$ cat src/rtl/mem_bus_arbiter_pkg.sv
// Shared types and helpers for the I/D memory bus arbiter.
// Feature macro used by the arbiter: MEM_ARB_TIMEOUT_EN (slave-ack watchdog).
package mem_bus_arbiter_pkg;

  typedef enum logic [1:0] {
    ST_IDLE = 2'd0,
    ST_DBUS = 2'd1,
    ST_IBUS = 2'd2
  } arb_state_e;

  localparam logic [3:0] SEL_WORD = 4'hF;

  // Counter width able to hold values 0..max_val inclusive.
  function automatic int unsigned cnt_w(input int unsigned max_val);
    return (max_val < 2) ? 1 : $clog2(max_val + 1);
  endfunction

endpackage

$ cat src/rtl/mem_arb_wdog.sv
// Watchdog for the arbiter: restarts on grant, counts bus cycles, flags expiry.
// Instantiated by mem_bus_arbiter only when MEM_ARB_TIMEOUT_EN is defined.
module mem_arb_wdog
  import mem_bus_arbiter_pkg::*;
#(
  parameter int TIMEOUT_CYC = 64
) (
  input  logic clk,
  input  logic rst_n,
  input  logic i_load,
  input  logic i_run,
  output logic o_expire
);

  localparam int CW = cnt_w(TIMEOUT_CYC);
  localparam logic [CW-1:0] LAST = CW'(TIMEOUT_CYC - 1);

  logic [CW-1:0] r_cnt;

  always_ff @(posedge clk or negedge rst_n) begin
    if (!rst_n) begin
      r_cnt <= '0;
    end else if (i_load) begin
      r_cnt <= '0;
    end else if (i_run && (r_cnt != LAST)) begin
      r_cnt <= r_cnt + CW'(1);
    end
  end

  assign o_expire = i_run & (r_cnt == LAST);

endmodule

$ cat src/rtl/mem_bus_arbiter.sv
// Arbitrates one single-port memory slave between the fetch (I) and data (D) masters.
// Optional slave-ack watchdog enabled by defining MEM_ARB_TIMEOUT_EN.
module mem_bus_arbiter
  import mem_bus_arbiter_pkg::*;
#(
  parameter int ADDR_W      = 32,
  parameter int DATA_W      = 32,
  parameter int STARVE_MAX  = 4,
  parameter int TIMEOUT_CYC = 64
) (
  input  logic              clk,
  input  logic              rst_n,
  input  logic              i_req_i,
  input  logic [ADDR_W-1:0] i_addr_i,
  output logic              i_ack_o,
  output logic [DATA_W-1:0] i_rdata_o,
  input  logic              d_req_i,
  input  logic              d_we_i,
  input  logic [3:0]        d_sel_i,
  input  logic [ADDR_W-1:0] d_addr_i,
  input  logic [DATA_W-1:0] d_wdata_i,
  output logic              d_ack_o,
  output logic [DATA_W-1:0] d_rdata_o,
  output logic              mem_ce_o,
  output logic              mem_we_o,
  output logic [3:0]        mem_sel_o,
  output logic [ADDR_W-1:0] mem_addr_o,
  output logic [DATA_W-1:0] mem_wdata_o,
  input  logic              mem_ack_i,
  input  logic [DATA_W-1:0] mem_rdata_i,
  output logic              stall_req_o,
  output logic              err_o
);

  localparam int SC_W = cnt_w(STARVE_MAX);
  localparam logic [SC_W-1:0] SC_MAX = SC_W'(STARVE_MAX);

  arb_state_e        r_state;
  logic [SC_W-1:0]   r_starve_cnt;
  logic              r_mem_ce;
  logic              r_mem_we;
  logic [3:0]        r_mem_sel;
  logic [ADDR_W-1:0] r_mem_addr;
  logic [DATA_W-1:0] r_mem_wdata;
  logic              r_i_ack;
  logic              r_d_ack;
  logic [DATA_W-1:0] r_i_rdata;
  logic [DATA_W-1:0] r_d_rdata;

  logic w_busy;
  logic w_abort;
  logic w_done;
  logic w_pick_d;

  assign w_busy   = (r_state != ST_IDLE);
  assign w_done   = w_busy & (mem_ack_i | w_abort);
  // D keeps priority until it has won STARVE_MAX grants while I was waiting.
  assign w_pick_d = d_req_i & (~i_req_i | (r_starve_cnt < SC_MAX));

`ifdef MEM_ARB_TIMEOUT_EN
  logic w_grant;
  logic w_expire;
  logic r_err;

  assign w_grant = ~w_busy & (d_req_i | i_req_i);

  mem_arb_wdog #(
    .TIMEOUT_CYC (TIMEOUT_CYC)
  ) u_wdog (
    .clk      (clk),
    .rst_n    (rst_n),
    .i_load   (w_grant),
    .i_run    (w_busy),
    .o_expire (w_expire)
  );

  // A slave ack arriving on the last allowed cycle still wins over the abort.
  assign w_abort = w_expire & ~mem_ack_i;

  always_ff @(posedge clk or negedge rst_n) begin
    if (!rst_n) r_err <= 1'b0;
    else        r_err <= w_abort;
  end

  assign err_o = r_err;
`else
  assign w_abort = 1'b0;
  assign err_o   = 1'b0;
`endif

  always_ff @(posedge clk or negedge rst_n) begin
    if (!rst_n) begin
      r_state      <= ST_IDLE;
      r_starve_cnt <= '0;
      r_mem_ce     <= 1'b0;
      r_mem_we     <= 1'b0;
      r_mem_sel    <= 4'h0;
      r_mem_addr   <= '0;
      r_mem_wdata  <= '0;
      r_i_ack      <= 1'b0;
      r_d_ack      <= 1'b0;
      r_i_rdata    <= '0;
      r_d_rdata    <= '0;
    end else begin
      r_i_ack <= 1'b0;
      r_d_ack <= 1'b0;
      case (r_state)
        ST_IDLE: begin
          if (!i_req_i) r_starve_cnt <= '0;
          if (w_pick_d) begin
            r_state     <= ST_DBUS;
            r_mem_ce    <= 1'b1;
            r_mem_we    <= d_we_i;
            r_mem_sel   <= d_sel_i;
            r_mem_addr  <= d_addr_i;
            r_mem_wdata <= d_wdata_i;
            if (i_req_i && (r_starve_cnt < SC_MAX)) r_starve_cnt <= r_starve_cnt + SC_W'(1);
          end else if (i_req_i) begin
            r_state      <= ST_IBUS;
            r_mem_ce     <= 1'b1;
            r_mem_we     <= 1'b0;
            r_mem_sel    <= SEL_WORD;
            r_mem_addr   <= i_addr_i;
            r_mem_wdata  <= '0;
            r_starve_cnt <= '0;
          end
        end
        ST_DBUS: begin
          if (w_done) begin
            r_state   <= ST_IDLE;
            r_mem_ce  <= 1'b0;
            r_d_ack   <= 1'b1;
            r_d_rdata <= (w_abort || r_mem_we) ? '0 : mem_rdata_i;
          end
        end
        ST_IBUS: begin
          if (w_done) begin
            r_state   <= ST_IDLE;
            r_mem_ce  <= 1'b0;
            r_i_ack   <= 1'b1;
            r_i_rdata <= w_abort ? '0 : mem_rdata_i;
          end
        end
        default: begin
          r_state  <= ST_IDLE;
          r_mem_ce <= 1'b0;
        end
      endcase
    end
  end

  assign mem_ce_o    = r_mem_ce;
  assign mem_we_o    = r_mem_we;
  assign mem_sel_o   = r_mem_sel;
  assign mem_addr_o  = r_mem_addr;
  assign mem_wdata_o = r_mem_wdata;
  assign i_ack_o     = r_i_ack;
  assign d_ack_o     = r_d_ack;
  assign i_rdata_o   = r_i_rdata;
  assign d_rdata_o   = r_d_rdata;
  assign stall_req_o = (i_req_i & ~r_i_ack) | (d_req_i & ~r_d_ack);

endmodule
$ cat config.mk
export PLATFORM = sky130hd
export DESIGN_NAME = mem_bus_arbiter
export DESIGN_NICKNAME = d
export VERILOG_FILES = /design/src/rtl/mem_bus_arbiter_pkg.sv /design/src/rtl/mem_arb_wdog.sv /design/src/rtl/mem_bus_arbiter.sv
export SDC_FILE = /design/constraint.sdc
export NUM_CORES = 1
export LEC_CHECK = 0
export ABC_AREA = 0
export CORE_MARGIN = 3
export CORE_UTILIZATION = 42
export CTS_BUF_LIST = sky130_fd_sc_hd__clkbuf_2 sky130_fd_sc_hd__clkbuf_4 sky130_fd_sc_hd__clkbuf_8
export CTS_CLUSTER_DIAMETER = 60
export DETAILED_ROUTE_END_ITERATION = 10
export HOLD_SLACK_MARGIN = 0.02
export MAX_ROUTING_LAYER = met4
export PLACE_DENSITY = 0.86
export SLEW_MARGIN = 30
export SYNTH_ARGS = -nofsm -noshare
export SYNTH_HDL_FRONTEND = slang
export SYNTH_HIERARCHICAL = 1
export SYNTH_SLANG_ARGS = --single-unit
export TNS_END_PERCENT = 10
$ cat constraint.sdc
create_clock -name clk -period 2.13 [get_ports clk]
set_input_delay 0.3195 -clock clk [delete_from_list [all_inputs] [get_ports clk]]
set_output_delay 0.3195 -clock clk [all_outputs]
set_load 0.02 [all_outputs]
# Word level (Yosys, flattened, before mapping)
# Cells that the tools add are included.
# classes
n_bitwise	9
reduce_logical	9
magnitude_cmp	1
n_eq_ne	4
mux	24
addsub	1
# op_table
cell	n
$mux W32	5
$mux W3	4
$mux W1	8
$mux W4	2
$reduce_and A2 Y1	4
$mux W2	3
$and A1 B1 Y1	4
$pmux W2 S2	1
$reduce_bool A2 Y1	2
$add A3 B1 Y3 const B	1
$lt A3 B3 Y1 const B	1
$ne A3 B3 Y1 const B	1
$not A1 Y1	3
$eq A2 B1 Y1 const B	1
$eq A2 B2 Y1 const B	1
$logic_not A2 Y1	1
$ne A2 B1 Y1 const B	1
$or A1 B1 Y1	2
$pmux W1 S2	1
$reduce_or A2 Y1	1
$logic_and A1 B1 Y1	1
# totals
in_bits	138
out_inout_bits	138
register_bits	141
elab_cells	59

# Depth between registers and ports, before layout
# Gate-level depths: netlist of the first run.
# depth
depth_word	5
depth_mapped	8
mapped_depth_nobuf	5

# Worst setup path after synthesis of the first run
# No wires, ideal clock.
# synth_path
path_type	register to register
startpoint	register r_state[1]
endpoint	register r_i_rdata[10], in the netlist i_rdata_o[10]
arrival_ps	1398
setup_time_ps	125
slack_ps	607
period_less_slack_ps	1523
path_buffers	1
path_stages_with_launch	7
required_ps	2005
cell_sequence	dfrtp_1 inv_1 ha_1 inv_2 nand3_2 buf_2 mux2_2
# synth_between
elab_chain_len	3
elab_cells_between_ends	4
cone_classes	eq/ne: 1; bitwise: 1; reduce/logical: 2
# synth_lines
element	line	rtl
start: declaration	mem_bus_arbiter.sv:38	arb_state_e r_state;
start signal: assignment	mem_bus_arbiter.sv:93	r_state <= ST_IDLE;
start signal: assignment	mem_bus_arbiter.sv:111	r_state <= ST_DBUS;
start signal: assignment	mem_bus_arbiter.sv:119	r_state <= ST_IBUS;
$reduce_bool A2 Y1	mem_bus_arbiter.sv:55	assign w_busy = (r_state != ST_IDLE);
$and A1 B1 Y1	mem_bus_arbiter.sv:56	assign w_done = w_busy & (mem_ack_i | w_abort);
$reduce_and A2 Y1 (no source line) *	-	
end signal: assignment	mem_bus_arbiter.sv:141	r_i_rdata <= w_abort ? '0 : mem_rdata_i;
end: declaration	mem_bus_arbiter.sv:47	logic [DATA_W-1:0] r_i_rdata;
# Every way passes the cells marked *; elsewhere a longest branch is shown, timed or not.
# A chain may end at the register's enable or synchronous reset.

# Final worst setup path of the first run
# layout_path
startpoint	register r_mem_addr[0], in the netlist mem_addr_o[0]
endpoint	output port mem_addr_o[0]
# layout_lines
element	line	rtl
start: declaration	mem_bus_arbiter.sv:43	logic [ADDR_W-1:0] r_mem_addr;
start signal: assignment	mem_bus_arbiter.sv:115	r_mem_addr <= d_addr_i;
start signal: assignment	mem_bus_arbiter.sv:123	r_mem_addr <= i_addr_i;
end: declaration	mem_bus_arbiter.sv:27	output logic [ADDR_W-1:0] mem_addr_o,
# No word-level cell between the ends.

==> metrics.md, run 1 <==
| Metric | Value |
|---|---|
| Top post-synthesis cells by area | dfrtp_1 (61%), mux2_2 (6.3%), a21oi_1 (5.7%), a22o_1 (5.0%), nand2_1 (4.6%) |
| VDD IR-drop max | between 700 and 800 uV |
| Synthesized cell area | 0.00574 mm2 |
| Sequential share of the synthesized area | 61.5% |
| Commonest non-fill, non-tap cells in the layout | clkdlybuf4s50_1 (272), dfrtp_1 (141), nand2_1 (70) |
| P_leak | 3.96 nW |
| Skew-Pair Late Insertion Delay | between 0.4 and 0.5 ns |
| Initial antenna violation count | 0 |
| H-tree depth | 4 |
| MaxCap Viol Count | 0 |
| Area fraction of the dominant cell type after synthesis | 61.5% |
| TritonCTS Buffers | 17 |
| Vias in the first global route | approximately 5100 |
| Synthesis Warnings | 6 |
| Dominant cell type by area after synthesis | dfrtp_1 |
| WL final | roughly 17000 um |
| Fin. Hold Viols | 0 |
| R2R setup slack | around 0.48 ns |
| Status | completed |
| Fraction of synthesized area in multiplexers | under 10% |
| #FFs+latches synth | 141 |
| Iteration-0 DRC Markers | approximately 240 |
| Power Dens Cells | 1550 mW/mm2 |
| Class of the worst hold path | input pin to async pin |
| DR pass1 iterations | 4 |
| Via count | around 4900 |
| Share of cells above drive strength 1 | between 10% and 20% |
| RSZ-0062 raised after global routing | no |
| Full die area | roughly 0.015 mm2 |
| Root Buffer | clkbuf_8 |
| Worst Path Buf+Inv | 1 |
| CP arrival | between 1 and 1.5 ns |
| Critical path peak fanout | 2 |
| Final min period | about 1.8 ns |
| Post-synth EDFFs | 0 |
| # Post-CTS Setup Buffers | 0 |
| Main combinational cell family by area after synthesis | compound AO/OA/AOI/OAI gates |
| CP Launch Type | flop |
| Commonest non-fill, non-tap cell in the layout | clkdlybuf4s50_1 |
| Via density | slightly above 5 |
| Crit path kind | flop to output pin |
| GR Util All Layers | 23.6% |
| Clk_skew | a little under 0.008 ns |
| Power Total | between 10 and 15 mW |
| Mean Syn Cell Area | between 10 and 15 um2 |
| Synth Area in Simple Gates | 11.4% |
| CTS max path bufs | 2 |
| Post-Synth Adder-Cell Area | less than 1% |
| Dpl cells | 939 |
| Pre-CTS WS | 0.234 ns |
| Synth Flop Type | dfrtp_1 |
| Setup TNS | 0 ns |
| DP HPWL | ~13000 um |
| Ports | between 200 and 300 |
| Core area | 0.0133 mm2 |
| Die W | roughly 120 um |
| Post-synthesis compound-gate area fraction | 15.6% |
| Cell count after synthesis | 512 |
| Crit end category | output pin |
| Finish-stage setup viols | 0 |
| Die outline height | ~120 um |
| Clk sinks | roughly 140 |
| Setup ws final | roughly 0.34 ns |
| Post-route DRC | 0 |
| Post-Synth XOR/XNOR Area | 0% |
| Finished Layout Cells | a little under 1000 |
| Routed Antenna Nets | 0 |
| Worst slew margin | between 60 and 70% |
| WHS | between 0.4 and 0.5 ns |
| Asr flop ratio synth | 100% |
| Clk slew on worst S/H paths | 0.08 ns |
| Buffers on Ports | 274 |
| Worst-Margin Slew | between 0.5 and 0.6 ns |
| Antenna Cells | 0 |
| Post-CTS resize count | 0 |
| Row count | 42 |
| Peak Freq | around 560 MHz |
| Area delta synth->final | 58.3% |
| Max incr delay on CP | ~0.66 ns |
| Final estimated routing congestion in global placement | about 0.9 |
| Synth cell types | 33 |
| Crit-path slowest cell | clkdlybuf4s50_1 |
| Post-Syn Nets | 654 |
| Wirelength per Cell | about 18 um |
| First-pass GRT wire length | between 20000 and 30000 um |
| Worst Path Required | approximately 1.8 ns |
| Largest delay share family, worst path | buffers and inverters |
| Period utilization | between 80% and 90% |
| TritonCTS clock tree | yes |
| Largest net degree at the start of global routing | 66 |
| Slew Viols, Final | 0 |
| Grt total ovfl | 0 |
| Critical path, cell by cell | clkdlybuf4s50_1 |
| Layout Nets | slightly above 900 |
| Initial Util | a little over two fifths |
final timing paths:
kind | startpoint | end | cells past startpoint
hold reg to reg | d_rdata_o[17] | d_rdata_o[17] | 2
setup / recovery | mem_addr_o[0] | mem_addr_o[0] | 1
setup reg to reg | r_state[0] | i_rdata_o[8] | 6
max in group asynchronous | rst_n | mem_addr_o[13] | 3
min in group clk | i_addr_i[11] | mem_addr_o[11] | 3
hold / removal | rst_n | mem_wdata_o[26] | 2
flip-flops by register name, indices dropped and copies added, names as in the netlist:
name / flops
d_rdata_o: 32
i_rdata_o: 32
mem_addr_o: 32
mem_wdata_o: 32
mem_sel_o: 4
r_starve_cnt: 3
r_state: 2
d_ack_o: 1
i_ack_o: 1
mem_ce_o: 1
mem_we_o: 1
cell families (layout without fill, tap and decap cells):
family | after synthesis | count (layout)
AO/OA/AOI/OAI | 145 | 145
AND/OR/NAND/NOR | 142 | 142
flip-flops | 141 | 141
buffers and inverters | 46 | 329
multiplexers | 33 | 33
adder cells (fa/ha/maj) | 4 | 4
other | 1 | 1
layer usage:
metal | part of all wire [%] | vias to the layer above | track usage [%]
met2 | 52 | 214 | 39.7
met1 | 37 | 2361 | 26.0
met4 | 2.4 | 0 | 9.52
met5 | 0 | - | -
li1 | - | 2287 | -
met3 | 8.8 | 35 | 7.55
power by group:
group / total [mW] / leakage (nW) / switching (mW) / internal [mW]
registers: 4.74 / 1.73 / 0.757 / 3.98
clock network: 2.21 / 0.215 / 0.953 / 1.26
logic: 7.15 / 2.02 / 3.62 / 3.53
total: 14.1 / 3.96 / 5.33 / 8.77
what timing repair did:
| item | in CTS | in global routing |
|---|---|---|
| hold endpoints to repair | 60 | 0 |
| endpoints found under the setup margin | 0 | 0 |
| hold buffers | 1 | 0 |
cell usage after synthesis, drive strengths merged (3+ instances only):
master  count
dfrtp     141
nand2      70
a21oi      65
o21ai      35
a22o       33
nand2b     33
nor2       33
mux2       32
buf        30
inv         9
clkbuf      7
ha          4
o22a        4
nand3       3
metrics by stage:
stage / util (%) / cell area (um2)
6_report: 68.4 / 9090
4_1_cts: 68.4 / 9090
3_5_place_dp: 65.2 / 8670
2_1_floorplan: - / 5740
3_3_place_gp: 65.2 / 8670
5_1_grt: 68.4 / 9090
area by class of cell:
| class | instances | area [um2] |
|---|---|---|
| fillers | 960 | 4210 |
| clock inverters | 7 | 114 |
| well taps | 176 | 220 |
| multi-input cells | 325 | 1980 |
| inverters | 9 | 33.8 |
| clock buffers | 24 | 293 |
| flip-flops and latches | 141 | 3530 |
| repair buffers | 289 | 2920 |
(Power assumes the default switching activity.)
==> run 2, diff against run 1 <==
- CORE_UTILIZATION: 42 -> 38
- PLACE_DENSITY: 0.86 -> 0.83
- clock period: 2.13 -> 1.5 ns (I/O delays scaled with it)
==> run 2 against run 1 <==
Effect of this change:
- critical endpoint is now i_rdata_o[27]
- clock-buffer cell count shrank 2
- highest routed layer unchanged
- register-to-register slack lost 0.46 ns
- critical path depth grew 4
==> metrics.md, run 2 (same netlist as run 1, synthesis figures left out) <==
| Metric | Value |
|---|---|
| Initial antenna violation count | 0 |
| Post-route DRC | 0 |
| Root Buffer | clkbuf_8 |
| Crit path from | r_state[1] |
| Crit-path slowest cell | dfrtp_1 |
| Int Pwr | ~11 mW |
| Switching share of power | roughly two fifths |
| Reg2reg start | r_state[1] |
| Clk sinks | between 100 and 150 |
| RSZ-0062 raised after global routing | yes |
| Setup ws final | roughly 0.022 ns |
| Sequential Power Share | 35.2% |
| Peak Freq | about 680 MHz |
| Critical path peak fanout | 19 |
| Period utilization | a little over nine tenths |
| Initial Util | about two fifths |
| # Post-CTS Setup Buffers | 0 |
| Vias in the first global route | ~5100 |
| Layout Nets | about 940 |
| Critical path, cell by cell | buf_4, ha_1, nand3_2, buf_12, mux2_2 |
| Worst Path Required | 1.81 ns |
| Area delta synth->final | 57.9% |
| Post-Route Utilization | just over 60% |
| Comb pwr share | 49.0% |
| Full die area | 0.0166 mm2 |
| TritonCTS clock tree | yes |
| Status | completed |
| Skew-Pair Late Insertion Delay | 0.43 ns |
| Ports | 276 |
| Core area | 0.0146 mm2 |
| Global-route met2 utilization | about a third |
| WHS | 0.210 ns |
| Fillers | between 1000 and 1500 |
| Net Sw Power | about 7.5 mW |
| WL final | 16600 um |
| Crit path kind | flop to flop |
| Commonest non-fill, non-tap cell in the layout | dfrtp_1 |
| Final min period | roughly 1.5 ns |
| Fin. Hold Viols | 0 |
| Clock power share | between 10% and 20% |
| H-tree depth | 4 |
| P_leak | 4.32 nW |
| Final estimated routing congestion in global placement | slightly below 0.8 |
| CP arrival | approximately 1.8 ns |
| Die outline height | about 130 um |
| Share of cells above drive strength 1 | 12.5% |
| MaxCap Viol Count | 0 |
| Row count | 44 |
| CP Launch Type | flop |
| First-pass GRT wire length | ~26000 um |
| Antenna Cells | 0 |
| Clk_skew | 0.00991 ns |
| Finished Layout Cells | about 1000 |
| Dpl cells | 959 |
| Iteration-0 DRC Markers | around 190 |
| Power Total | 18.6 mW |
| Met1 Usage GRT | a little under a quarter |
| TritonCTS Buffers | 17 |
| Routing usage on met3 | ~7.6% |
| Finish-stage setup viols | 0 |
| DP HPWL | about 12000 um |
| Largest net degree at the start of global routing | 66 |
| Via count | ~4900 |
| Class of the worst hold path | input pin to async pin |
| CTS max path bufs | 2 |
| Grt total ovfl | 0 |
| Pre-CTS WS | -0.268 ns |
| Routed Antenna Nets | 0 |
| Buffers on Ports | roughly 270 |
| GR Util All Layers | approximately 20% |
| Crit end category | flop |
| Die W | around 130 um |
| DR pass1 iterations | 6 |
| Commonest non-fill, non-tap cells in the layout | dfrtp_1 (141), dlygate4sd2_1 (136), clkdlybuf4s50_1 (135) |
| VDD IR-drop max | about 990 uV |
| Max incr delay on CP | approximately 0.38 ns |
| Grt peak-use layer | met2 |
| Clk slew on worst S/H paths | around 0.08 ns |
| Wirelength per Cell | between 15 and 20 um |
| Via density | slightly below 5 |
| Power Dens Cells | 2050 mW/mm2 |
| Slew Viols, Final | 0 |
-- run 2: metal layers --
layer  vias up  part of all wire [%]
met4         0                   2.4
met1      2320                    41
met3        29                   8.5
met2       215                    48
li1       2315                     -
met5         -                     0
-- run 2: final cells by class --
type,instances,area [um2],area share [%]
timing repair buffer,301,2880,31.8
inverter,9,33.8,0.373
multi-input combinational,326,2010,22.1
sequential,141,3530,38.9
clock inverter,9,87.6,0.966
tap,184,230,2.54
clock buffer,22,297,3.27
-- run 2: final timing paths --
path                                   endpoint  cells after the start  slack (ns)
worst max-delay path              i_rdata_o[27]                      5        0.02
worst min-delay path                    d_ack_o                      2        0.21
worst max register to register    i_rdata_o[27]                      5        0.02
worst min register to register    d_rdata_o[16]                      2        0.47
max in group asynchronous       mem_wdata_o[24]                      3        0.72
min in group clk                  mem_addr_o[1]                      3        0.33
-- run 2: per-stage QoR --
step / setup TNS, ns / cell area [um2]
floorplan: -0.630 / 5740
detailed placement: -14.21 / 8810
CTS: 0 / 9050
global route: -1.01 / 9060
global placement: -12.43 / 8810
finish: 0 / 9060
-- run 2: power by group through the flow --
| stage | clock [mW] | sequential, mW | combinational (mW) |
|---|---|---|---|
| 6_report | 2.93 | 6.55 | 9.11 |
| 5_1_grt | 3.18 | 6.79 | 9.84 |
| 4_1_cts | 3.02 | 6.57 | 9.17 |
| 3_5_place_dp | 0 | 6.67 | 10.4 |
| 3_3_place_gp | 0 | 6.61 | 10.2 |
| 2_1_floorplan | 0 | 8.88 | 2.96 |
-- run 2: timing repair --
item	CTS	global route
setup endpoints to repair	189	59
pin swaps	2	11
endpoints found under the hold margin	141	0
gates cloned	0	1
hold buffers	1	0
gates resized for setup	139	3
-- run 2: critical path, delay by kind of cell, from the launching register on --
kind	cells	cell delay (ns)
flip-flops	1	0.38
adder cells (fa/ha/maj)	1	0.18
buffers and inverters	2	0.32
multiplexers	1	0.35
AND/OR/NAND/NOR	1	0.12
==> run 3, diff against run 2 <==
- CORE_UTILIZATION: 38 -> 42
- PLACE_DENSITY: 0.83 -> 0.86
- RECOVER_POWER: unset -> 50
- clock period: 1.5 -> 1.4 ns (I/O delays scaled with it)
==> run 3 against run 2 <==
Effect of this change:
- the flow now finishes with violations (setup timing)
- design area increased by 2.5%
- sequential share of layout area decreased by 0.94 points
- maximum frequency down 0.10%
- core utilization increased by 8.0 points
- critical path type unchanged
==> metrics.md, run 3 (same netlist as run 1, synthesis figures left out) <==
| Metric | Value |
|---|---|
| Iteration-0 DRC Markers | about 230 |
| Finish-stage setup viols | 80 |
| Initial antenna violation count | 3 |
| Clk_skew | ~0.0095 ns |
| Core area | approximately 0.013 mm2 |
| Final estimated routing congestion in global placement | around 0.8 |
| Power Total | ~21 mW |
| CTS max path bufs | 2 |
| Failing checks | setup timing |
| Die W | roughly 120 um |
| Row count | 42 |
| Post-Route Utilization | between 60% and 70% |
| Initial Util | a little over two fifths |
| Wirelength per Cell | roughly 19 um |
| Final min period | 1.48 ns |
| Share of cells above drive strength 1 | 21.6% |
| Post-route DRC | 0 |
| Reg2reg end | i_rdata_o[4] |
| Crit path kind | flop to flop |
| Int Pwr | roughly 13 mW |
| Comb pwr share | approximately 49% |
| Slew Viols, Final | 0 |
| Via count | a little over 5000 |
| Layout Nets | 945 |
| Final Cell Area | around 0.0093 mm2 |
| CP arrival | roughly 1.8 ns |
| Pre-CTS WS | -0.323 ns |
| First-pass GRT wire length | ~27000 um |
| Routed Antenna Nets | 0 |
| H-tree depth | 4 |
| Clk slew on worst S/H paths | about 0.080 ns |
| Peak Freq | roughly 680 MHz |
| Setup TNS | -2.51 ns |
| Min-delay src | i_addr_i[2] |
| Power Dens Cells | around 2300 mW/mm2 |
| Critical path peak fanout | 18 |
| Period utilization | 106% |
| Root Buffer | clkbuf_8 |
| GR Util All Layers | approximately a quarter |
| Worst Path Required | approximately 1.7 ns |
| Ports | 276 |
| Clk sinks | between 100 and 150 |
| R2R setup slack | -0.08 ns |
| Worst slew margin | approximately 55% |
| Status | complete, but fails checks |
| DP HPWL | 12900 um |
| Die outline height | 123 um |
| Hold Path Sink | mem_addr_o[2] |
| Multi-input gate area | roughly 0.0021 mm2 |
| FF/Latch Area | 0.00353 mm2 |
| RSZ-0062 raised after global routing | yes |
| DR pass1 iterations | 7 |
| Hold Path Stages | 3 |
| Class of the worst hold path | input pin to flop |
| Grt total ovfl | 0 |
| TritonCTS Buffers | 17 |
| Fillers | 941 |
| Clock power share | approximately 17% |
| Skew-Pair Late Insertion Delay | around 0.45 ns |
| P_leak | around 4.3 nW |
| Area post-placement | between 0.008 and 0.009 mm2 |
| Worst-Margin Slew | 0.670 ns |
| Setup ws final | -0.0795 ns |
| Full die area | ~0.015 mm2 |
| Fin. Hold Viols | 0 |
| TritonCTS clock tree | yes |
| Crit end category | flop |
| Sequential Power Share | 33.5% |
| Buffers on Ports | roughly 270 |
| Commonest non-fill, non-tap cells in the layout | dfrtp_1 (141), clkdlybuf4s50_1 (134), clkdlybuf4s15_1 (81) |
| Reg2Reg Depth | 6 |
| Commonest non-fill, non-tap cell in the layout | dfrtp_1 |
| Net Sw Power | 8.60 mW |
| Largest net degree at the start of global routing | 66 |
| Area delta synth->final | 61.8% |
| Reg2reg start | r_state[1] |
| WL final | about 19000 um |
| CP Launch Type | flop |
| Vias in the first global route | around 5200 |
| VDD IR-drop max | around 1300 uV |
| Switching share of power | 40.0% |
| MaxCap Viol Count | 0 |
| Via density | between 5 and 6 |
run 3: worst max-delay path by stage:
stage,slack [ns],end,depth (start not counted),from
finish,-0.08,i_rdata_o[4],6,r_state[1]
global route,-0.12,i_rdata_o[5],6,r_state[1]
CTS,-0.08,mem_wdata_o[3],6,r_state[0]
detailed placement,-0.32,mem_wdata_o[24],4,d_req_i
global placement,-0.26,mem_we_o,4,d_req_i
floorplan,0.002,mem_addr_o[10],8,r_state[1]
run 3: area by class of cell:
class,instances,area share [%]
well taps,176,2.37
repair buffers,308,31.4
clock inverters,10,1.74
flip-flops and latches,141,38.0
clock buffers,22,3.12
multi-input cells,326,22.9
diodes,3,0.0808
inverters,9,0.391
run 3: what timing repair did:
action	in CTS	in global routing
endpoints found under the hold margin	44	0
gates cloned	0	5
buffers inserted	0	3
hold buffers	1	0
pin swaps	28	16
gates resized for setup	192	181
endpoints found under the setup margin	254	262
run 3: power by group through the flow:
stage	clock network (mW)	registers, mW	logic, mW
global placement	0	7.12	11.1
CTS	3.70	7.13	10.3
finish	3.67	7.21	10.6
detailed placement	0	7.22	11.4
floorplan	0	9.52	3.28
global route	3.91	7.43	11.3
run 3: per-layer routing:
layer	vias up	GRT usage, %	share of wire (%)
li1	2337	-	-
met1	2471	26.1	37
met2	246	41.4	52
met3	29	7.64	8.4
met4	0	8.47	2.0
met5	-	-	0
run 3: worst max-delay path, cell delays in order (launching register included):
cell     delay [ns]
dfrtp_1        0.41
inv_2          0.09
ha_4           0.18
inv_4          0.05
nand3_4        0.10
buf_12         0.17
mux2_2         0.35
run 3: stage by stage:
step	hold slack, ns	cells
5_1_grt	0.303	995
6_report	0.309	995
2_1_floorplan	-0.0856	512
3_5_place_dp	0.183	951
4_1_cts	0.267	984
3_3_place_gp	0.171	951
